File: src/rtl/shift_right_serial_pkg.sv
// Shared datapath constants for the right-shift unit: state encoding, widths,
// and the shift funct codes the control unit decodes into arith_i.
package shift_right_serial_pkg;

  localparam int DP_WIDTH   = 32;
  localparam int DP_SHAMT_W = 5;

  localparam logic [1:0] ST_IDLE  = 2'd0;
  localparam logic [1:0] ST_SHIFT = 2'd1;
  localparam logic [1:0] ST_DONE  = 2'd2;

  typedef enum logic [1:0] {
    IDLE  = ST_IDLE,
    SHIFT = ST_SHIFT,
    DONE  = ST_DONE
  } state_t;

  localparam logic [5:0] FUNCT_SRL  = 6'h02;
  localparam logic [5:0] FUNCT_SRA  = 6'h03;
  localparam logic [5:0] FUNCT_SRLV = 6'h06;
  localparam logic [5:0] FUNCT_SRAV = 6'h07;

  // Arithmetic variants are the odd codes; control uses this to drive arith_i.
  function automatic logic is_arith_funct(input logic [5:0] funct);
    return (funct == FUNCT_SRA) || (funct == FUNCT_SRAV);
  endfunction

  function automatic logic is_variable_funct(input logic [5:0] funct);
    return (funct == FUNCT_SRLV) || (funct == FUNCT_SRAV);
  endfunction

endpackage

File: src/rtl/shift_right_one_bit.sv
// Combinational single-position right shift with an explicit fill bit.
module shift_right_one_bit #(
  parameter int WIDTH = 32
) (
  input  logic [WIDTH-1:0] data,
  input  logic             fill,
  output logic [WIDTH-1:0] result
);

  genvar gi;
  generate
    for (gi = 0; gi < WIDTH - 1; gi++) begin : g_bit
      assign result[gi] = data[gi+1];
    end
  endgenerate

  assign result[WIDTH-1] = fill;

endmodule

File: src/rtl/shift_right_serial.sv
// Multi-cycle SRL/SRA unit: one bit per clock, Moore handshake via
// ready_o/busy_o/done_o, result held in data_o until the next completion.
module shift_right_serial
  import shift_right_serial_pkg::*;
#(
  parameter int WIDTH   = DP_WIDTH,
  parameter int SHAMT_W = DP_SHAMT_W
) (
  input  logic               clk_i,
  input  logic               rst_i,
  input  logic               start_i,
  input  logic [WIDTH-1:0]   data_i,
  input  logic [SHAMT_W-1:0] shamt_i,
  input  logic               arith_i,
  output logic               ready_o,
  output logic               busy_o,
  output logic               done_o,
  output logic [WIDTH-1:0]   data_o
);

  state_t             state_reg;
  logic [WIDTH-1:0]   shift_reg;
  logic [SHAMT_W-1:0] cnt_reg;
  logic               fill_reg;
  logic [WIDTH-1:0]   shift_next;

  shift_right_one_bit #(
    .WIDTH (WIDTH)
  ) u_one_bit (
    .data   (shift_reg),
    .fill   (fill_reg),
    .result (shift_next)
  );

  // Handshake outputs are registered together with the state so they are
  // exactly the decode of state_reg and never see an input combinationally.
  always_ff @(posedge clk_i) begin
    if (rst_i) begin
      state_reg <= IDLE;
      shift_reg <= '0;
      cnt_reg   <= '0;
      fill_reg  <= 1'b0;
      data_o    <= '0;
      ready_o   <= 1'b1;
      busy_o    <= 1'b0;
      done_o    <= 1'b0;
    end else begin
      case (state_reg)
        IDLE: begin
          if (start_i) begin
            shift_reg <= data_i;
            cnt_reg   <= shamt_i;
            fill_reg  <= arith_i & data_i[WIDTH-1];
            ready_o   <= 1'b0;
            busy_o    <= 1'b1;
            if (shamt_i == '0) begin
              state_reg <= DONE;
              data_o    <= data_i;
              done_o    <= 1'b1;
            end else begin
              state_reg <= SHIFT;
            end
          end
        end
        SHIFT: begin
          shift_reg <= shift_next;
          cnt_reg   <= cnt_reg - SHAMT_W'(1);
          if (cnt_reg == SHAMT_W'(1)) begin
            state_reg <= DONE;
            data_o    <= shift_next;
            done_o    <= 1'b1;
          end
        end
        DONE: begin
          state_reg <= IDLE;
          ready_o   <= 1'b1;
          busy_o    <= 1'b0;
          done_o    <= 1'b0;
        end
        default: begin
          state_reg <= IDLE;
          ready_o   <= 1'b1;
          busy_o    <= 1'b0;
          done_o    <= 1'b0;
        end
      endcase
    end
  end

endmodule

File: config.mk
export PLATFORM = sky130hd
export DESIGN_NAME = shift_right_serial
export DESIGN_NICKNAME = d
export VERILOG_FILES = /design/src/rtl/shift_right_serial_pkg.sv /design/src/rtl/shift_right_one_bit.sv /design/src/rtl/shift_right_serial.sv
export SDC_FILE = /design/constraint.sdc
export NUM_CORES = 1
export LEC_CHECK = 0
export CAP_MARGIN = 10
export CORE_ASPECT_RATIO = 1.5
export CORE_MARGIN = 4
export CORE_UTILIZATION = 46
export CTS_BUF_LIST = sky130_fd_sc_hd__clkbuf_4 sky130_fd_sc_hd__clkbuf_8 sky130_fd_sc_hd__clkbuf_16
export DETAILED_ROUTE_END_ITERATION = 7
export GPL_TIMING_DRIVEN = 0
export PLACE_DENSITY_LB_ADDON = 0.3
export SKIP_CTS_REPAIR_TIMING = 1
export SLEW_MARGIN = 20
export SYNTH_ARGS = -nofsm -noshare
export SYNTH_HDL_FRONTEND = slang
export SYNTH_SLANG_ARGS = --single-unit
File: constraint.sdc
create_clock -name clk_i -period 1.7 [get_ports clk_i]
set_input_delay 0.34 -clock clk_i [delete_from_list [all_inputs] [get_ports clk_i]]
set_output_delay 0.34 -clock clk_i [all_outputs]
set_load 0.01 [all_outputs]
==> run metrics, run 1 <==
status finished, final reports clean; Syn Nets 394; final worst-path setup slack 0.0330 ns; hpwl dp 5690 µm; global placer's final weighted congestion 0.826; Final Hold Vio Count 0; Synth area leader dfxtp_1; Synth cell types 35; Final period util 0.981; Area contributors post-synth dfxtp_1 43%, mux2_4 13%, mux2i_1 9.0%; most frequent cell after synthesis dfxtp_1; die height 114 µm; layout net count 484; final wirelength 7940 µm; crit path time final 1.67 ns; Vias/cell 5.02; drt drc 0; fraction of registers with async set/reset 0; CTS tree yes; Mapped Cells 351; Ant. Diodes 0; maximum VDD drop 0.745 mV; Power Dens Cells 1020 mW/mm²; static leakage 2.09 nW; Slew Limit Fails 0; Max FO, Critical Path 10; fmax 0.600 GHz; CTS Buffer Depth 2; H-tree depth 3; Root Driver clkbuf_8; worst skew pair latency 0.35 ns; gr usage total 0.180; number of fillers in the final layout 629; ys flop type dfxtp_1; initial antenna violation count 0; RSZ-0062 raised after global routing false; largest net degree at the start of global routing 13; Routed wire per std cell 14.5 µm; GRT overflow 0; Arr. time, crit path 1.90 ns; DR pass1 iterations 4; Least-Margin Pin Slew 0.541 ns; synth-to-layout area growth 35.7%; most frequent cells after synthesis 74 x dfxtp_1, 70 x nor2_1, 35 x a211oi_1; Rows 38; Place WS -0.653 ns; number of I/O port buffers 74; Total Power 4.76 mW; first-pass GRT wire length 12600 µm; Rel. slew slack 0.639; antenna viol nets, final 0; Hold Path Class input pin to flop; num ports 76; Crit path required time 1.93 ns; final setup fails 0; Num Clock Sinks 74; sequential share of the synthesized area 0.430; Die W 78.6 µm; worst hold slack 0.408 ns; fraction of layout cells with a size suffix above 1 0.195; Initial Util 0.473; Worst setup EP type flop; share of the synthesized area in the top cell type 0.430; Post-synth EDFFs 0; Setup CP Type flop to flop; Avg Synthesized Cell Area 9.81 µm²; Startpoint Class flop; worst clock skew 0.0135 ns; DR vias 2740; Starting DRT DRC Count 153; Total Die Area 0.00896 mm²; Ys Warns 0; max cap viols 0; core footprint 0.00727 mm²; Largest register FFs 32; Num CTS Buffers 9; Yosys reg bits 74; Seq. cell area 0.00149 mm²; Post-Syn Area 0.00344 mm²; number of global-route vias before repair 2697; area of the multi-input gates 0.00184 mm²; CTS clock-pin slew for the worst setup and hold paths 0.08 ns
==> cell type report <==
type	instances	share of cell area
sequential	74	0.318
buffer	28	0.0404
multi-input combinational	244	0.393
clock inverter	5	0.0166
inverter	4	0.00321
clock buffer	11	0.0311
timing repair buffer	80	0.171
tap	100	0.0268
==> cell usage in the layout, fill, tap and decap left out, types with 3 or more instances in the layout <==
cell type,n
clkbuf_1,11
mux2_4,30
dfxtp_2,3
mux2i_1,30
clkbuf_2,7
clkbuf_4,4
dlymetal6s2s_1,6
nor2b_1,34
a211oi_1,35
clkdlybuf4s50_1,68
nand2_1,9
buf_4,6
nor2_1,68
a21oi_1,7
clkbuf_8,10
dfxtp_1,71
inv_1,3
==> stage by stage <==
step           setup TNS [ns]  utilization  area (µm²)  cells
2_1_floorplan               0            -        3440    351
3_3_place_gp           -38.79        0.592        4310    525
3_5_place_dp           -39.92        0.592        4310    525
4_1_cts                -14.84        0.623        4530    541
5_1_grt                     0        0.642        4670    546
6_report                    0        0.642        4670    546
==> worst max-delay path: stages (launching register included) <==
cell and delay, ns:
dfxtp_1 0.31, buf_6 0.13, nand2b_2 0.07, buf_8 0.12, a31oi_4 0.04, or3_4 0.40, buf_12 0.18, mux2_4 0.29
==> final timing paths <==
kind	cells after the start	end	start	slack [ns]
worst max-delay path	7	data_o[29]$_SDFFE_PP0P_	state_reg[0]$_SDFFE_PP0P_	0.03
worst min register to register	2	ready_o$_SDFFE_PP1P_	ready_o$_SDFFE_PP1P_	0.45
worst max register to register	7	data_o[29]$_SDFFE_PP0P_	state_reg[0]$_SDFFE_PP0P_	0.03
worst min-delay path	3	cnt_reg[1]$_SDFFE_PP0P_	shamt_i[1]	0.41
==> where the power goes <==
part,internal (mW),switching [mW],leakage (nW)
clock network,0.878,0.641,0.113
logic,0.649,0.555,1.37
registers,1.93,0.108,0.610
total,3.46,1.30,2.09
==> cells by family (layout without fill, tap and decap cells) <==
kind of cell / after synthesis / count (layout) / share of synthesized area
AOI/OAI and AO/OA: 52 / 52 / 0.109
xor gates and xnor gates: 1 / 1 / 0.00254
adders and majority gates: 2 / 2 / 0.00727
buffers and inverters: 33 / 128 / 0.0501
DFF: 74 / 74 / 0.430
muxes: 63 / 63 / 0.227
and+or+nand+nor: 126 / 126 / 0.173
==> per-layer routing <==
layer / part of all wire / track usage
met1: 0.42 / 0.206
met2: 0.51 / 0.315
met3: 0.042 / 0.0474
met4: 0.022 / 0.0700
met5: 0 / 0
(Power assumes the default switching activity.)
==> inputs of run 2 (changes only) <==
Settings changed: PLACE_DENSITY set to 0.77, PLACE_DENSITY_LB_ADDON 0.3 to not set.
==> run 2 against run 1 <==
Wire length rose by 5.0%. Die area stayed put. Core utilization grew 1.1 points. Final cell count rose by 1.5%. Via count rose by 3.1%. Worst hold slack got worse by 0.0042 ns.
==> run metrics, run 2 (synthesized netlist as in run 1, its figures left out) <==
status finished, final reports clean; Final TNS setup 0 ns; DR vias 2826; fmax 0.589 GHz; drt drc 0; fraction of layout cells with a size suffix above 1 0.211; highest-delay cell along the critical path dfxtp_2; num ports 76; worst path cell trace nand2b_4 > buf_8 > a31oi_4 > or3_4 > buf_8 > clkbuf_16 > mux2_4; Hold Path Class input pin to flop; antenna viol nets, final 0; Routed wire per std cell 15.0 µm; Final Instance Count excl. Fillers 554; core footprint 0.00727 mm²; die height 114 µm; Ant. Diodes 0; Least-Margin Pin Slew 0.549 ns; hpwl dp 5800 µm; Total Die Area 0.00896 mm²; H-tree depth 3; synth-to-layout area growth 38.0%; wl on met1 3400 µm; Crit path required time 1.94 ns; crit path time final 1.70 ns; number of fillers in the final layout 589; final worst-path setup slack 0.00102 ns; maximum VDD drop 0.625 mV; CTS tree yes; number of global-route vias before repair 2796; final setup fails 0; Final Hold Vio Count 0; Starting DRT DRC Count 96; Max FO, Critical Path 8; met3 wire length 312 µm; max cap viols 0; hold path endpoint cnt_reg[1]$_SDFFE_PP0P_; Startpoint Class flop; Num Clock Sinks 74; Largest register FFs 32; Vias/cell 5.10; Rel. slew slack 0.634; Setup CP Type flop to flop; static leakage 2.13 nW; largest net degree at the start of global routing 13; Power Dens Cells 998 mW/mm²; top routing layer in use met4; gr usage total 0.185; HP Start shamt_i[1]; worst skew pair latency 0.34 ns; Reg2Reg Depth 7; max incr delay on CP 0.35 ns; Rows 38; final wirelength 8330 µm; initial antenna violation count 0; Worst setup EP type flop; GRT overflow 0; RR Endpoint data_o[0]$_SDFFE_PP0P_; reg-to-reg slack, setup 0.001 ns; Root Driver clkbuf_8; Inst Count DP 525; Die W 78.6 µm; Num CTS Buffers 9; worst hold path depth 3; Place WS -0.656 ns; Initial Util 0.473; worst clock skew 0.00800 ns; commonest non-fill, non-tap cells in the layout 68 x nor2_1, 68 x dfxtp_1, 68 x clkdlybuf4s50_1; worst reg2reg startpoint state_reg[1]$_SDFFE_PP0P_; DR pass1 iterations 4; Seq. cell area 0.00149 mm²; routed wl met2 4420 µm; Slew Limit Fails 0; number of I/O port buffers 74; Final period util 0.999; cell mode on critical path buf_8; area of the multi-input gates 0.00184 mm²; first-pass GRT wire length 13100 µm; layout net count 492; global placer's final weighted congestion 0.851; CTS Buffer Depth 2; CTS clock-pin slew for the worst setup and hold paths 0.08 ns; Arr. time, crit path 1.94 ns
run 2: changes by cell type in the layout (fill, tap and decap cells not counted), sizes merged:
cell,previous run,this run
buf,13,22
bufinv,2,1
clkinv,2,1
clkinvlp,1,2
run 2: power by group:
group | total [mW] | leakage, nW | switching [mW] | internal, mW
sequential | 2.05 | 0.612 | 0.116 | 1.93
combinational | 1.27 | 1.42 | 0.573 | 0.695
clock | 1.42 | 0.102 | 0.651 | 0.773
run 2: final cells by class:
cell class,instances,share of cell area
tap,100,0.0263
multi-input combinational,244,0.387
clock buffer,12,0.0334
inverter,4,0.00316
clock inverter,4,0.0105
buffer,28,0.0408
timing repair buffer,88,0.185
sequential,74,0.314
run 2: critical path, delay by kind of cell, from the launching register on:
kind / cells / cell delay, ns
AOI/OAI and AO/OA: 1 / 0.04
and+or+nand+nor: 2 / 0.47
DFF: 1 / 0.35
buffers and inverters: 3 / 0.44
muxes: 1 / 0.29
run 2: stage by stage:
| step | cell area, µm² | power, mW | hold WS [ns] | utilization |
|---|---|---|---|---|
| 2_1_floorplan | 3440 | 2.80 | 0.431 | - |
| 3_3_place_gp | 4310 | 3.19 | 0.436 | 0.592 |
| 3_5_place_dp | 4310 | 3.21 | 0.436 | 0.592 |
| 4_1_cts | 4520 | 4.62 | 0.449 | 0.621 |
| 5_1_grt | 4750 | 4.99 | 0.455 | 0.653 |
| 6_report | 4750 | 4.74 | 0.404 | 0.653 |
run 2: worst max-delay path by stage:
| stage | depth (start not counted) | end | from | slack [ns] |
|---|---|---|---|---|
| 6_report | 7 | data_o[0]$_SDFFE_PP0P_ | state_reg[1]$_SDFFE_PP0P_ | 0.001 |
| 5_1_grt | 7 | data_o[26]$_SDFFE_PP0P_ | state_reg[1]$_SDFFE_PP0P_ | -0.02 |
| 4_1_cts | 6 | shift_reg[25]$_SDFFE_PP0P_ | start_i | -0.31 |
| 3_5_place_dp | 6 | shift_reg[27]$_SDFFE_PP0P_ | start_i | -0.66 |
| 3_3_place_gp | 6 | shift_reg[27]$_SDFFE_PP0P_ | start_i | -0.65 |
| 2_1_floorplan | 6 | data_o[0]$_SDFFE_PP0P_ | shamt_i[3] | 0.01 |
run 2: layer usage:
metal | vias up | GRT usage
met5 | - | 0
met4 | 0 | 0.0758
met3 | 17 | 0.0308
met2 | 76 | 0.344
met1 | 1333 | 0.205
li1 | 1400 | -
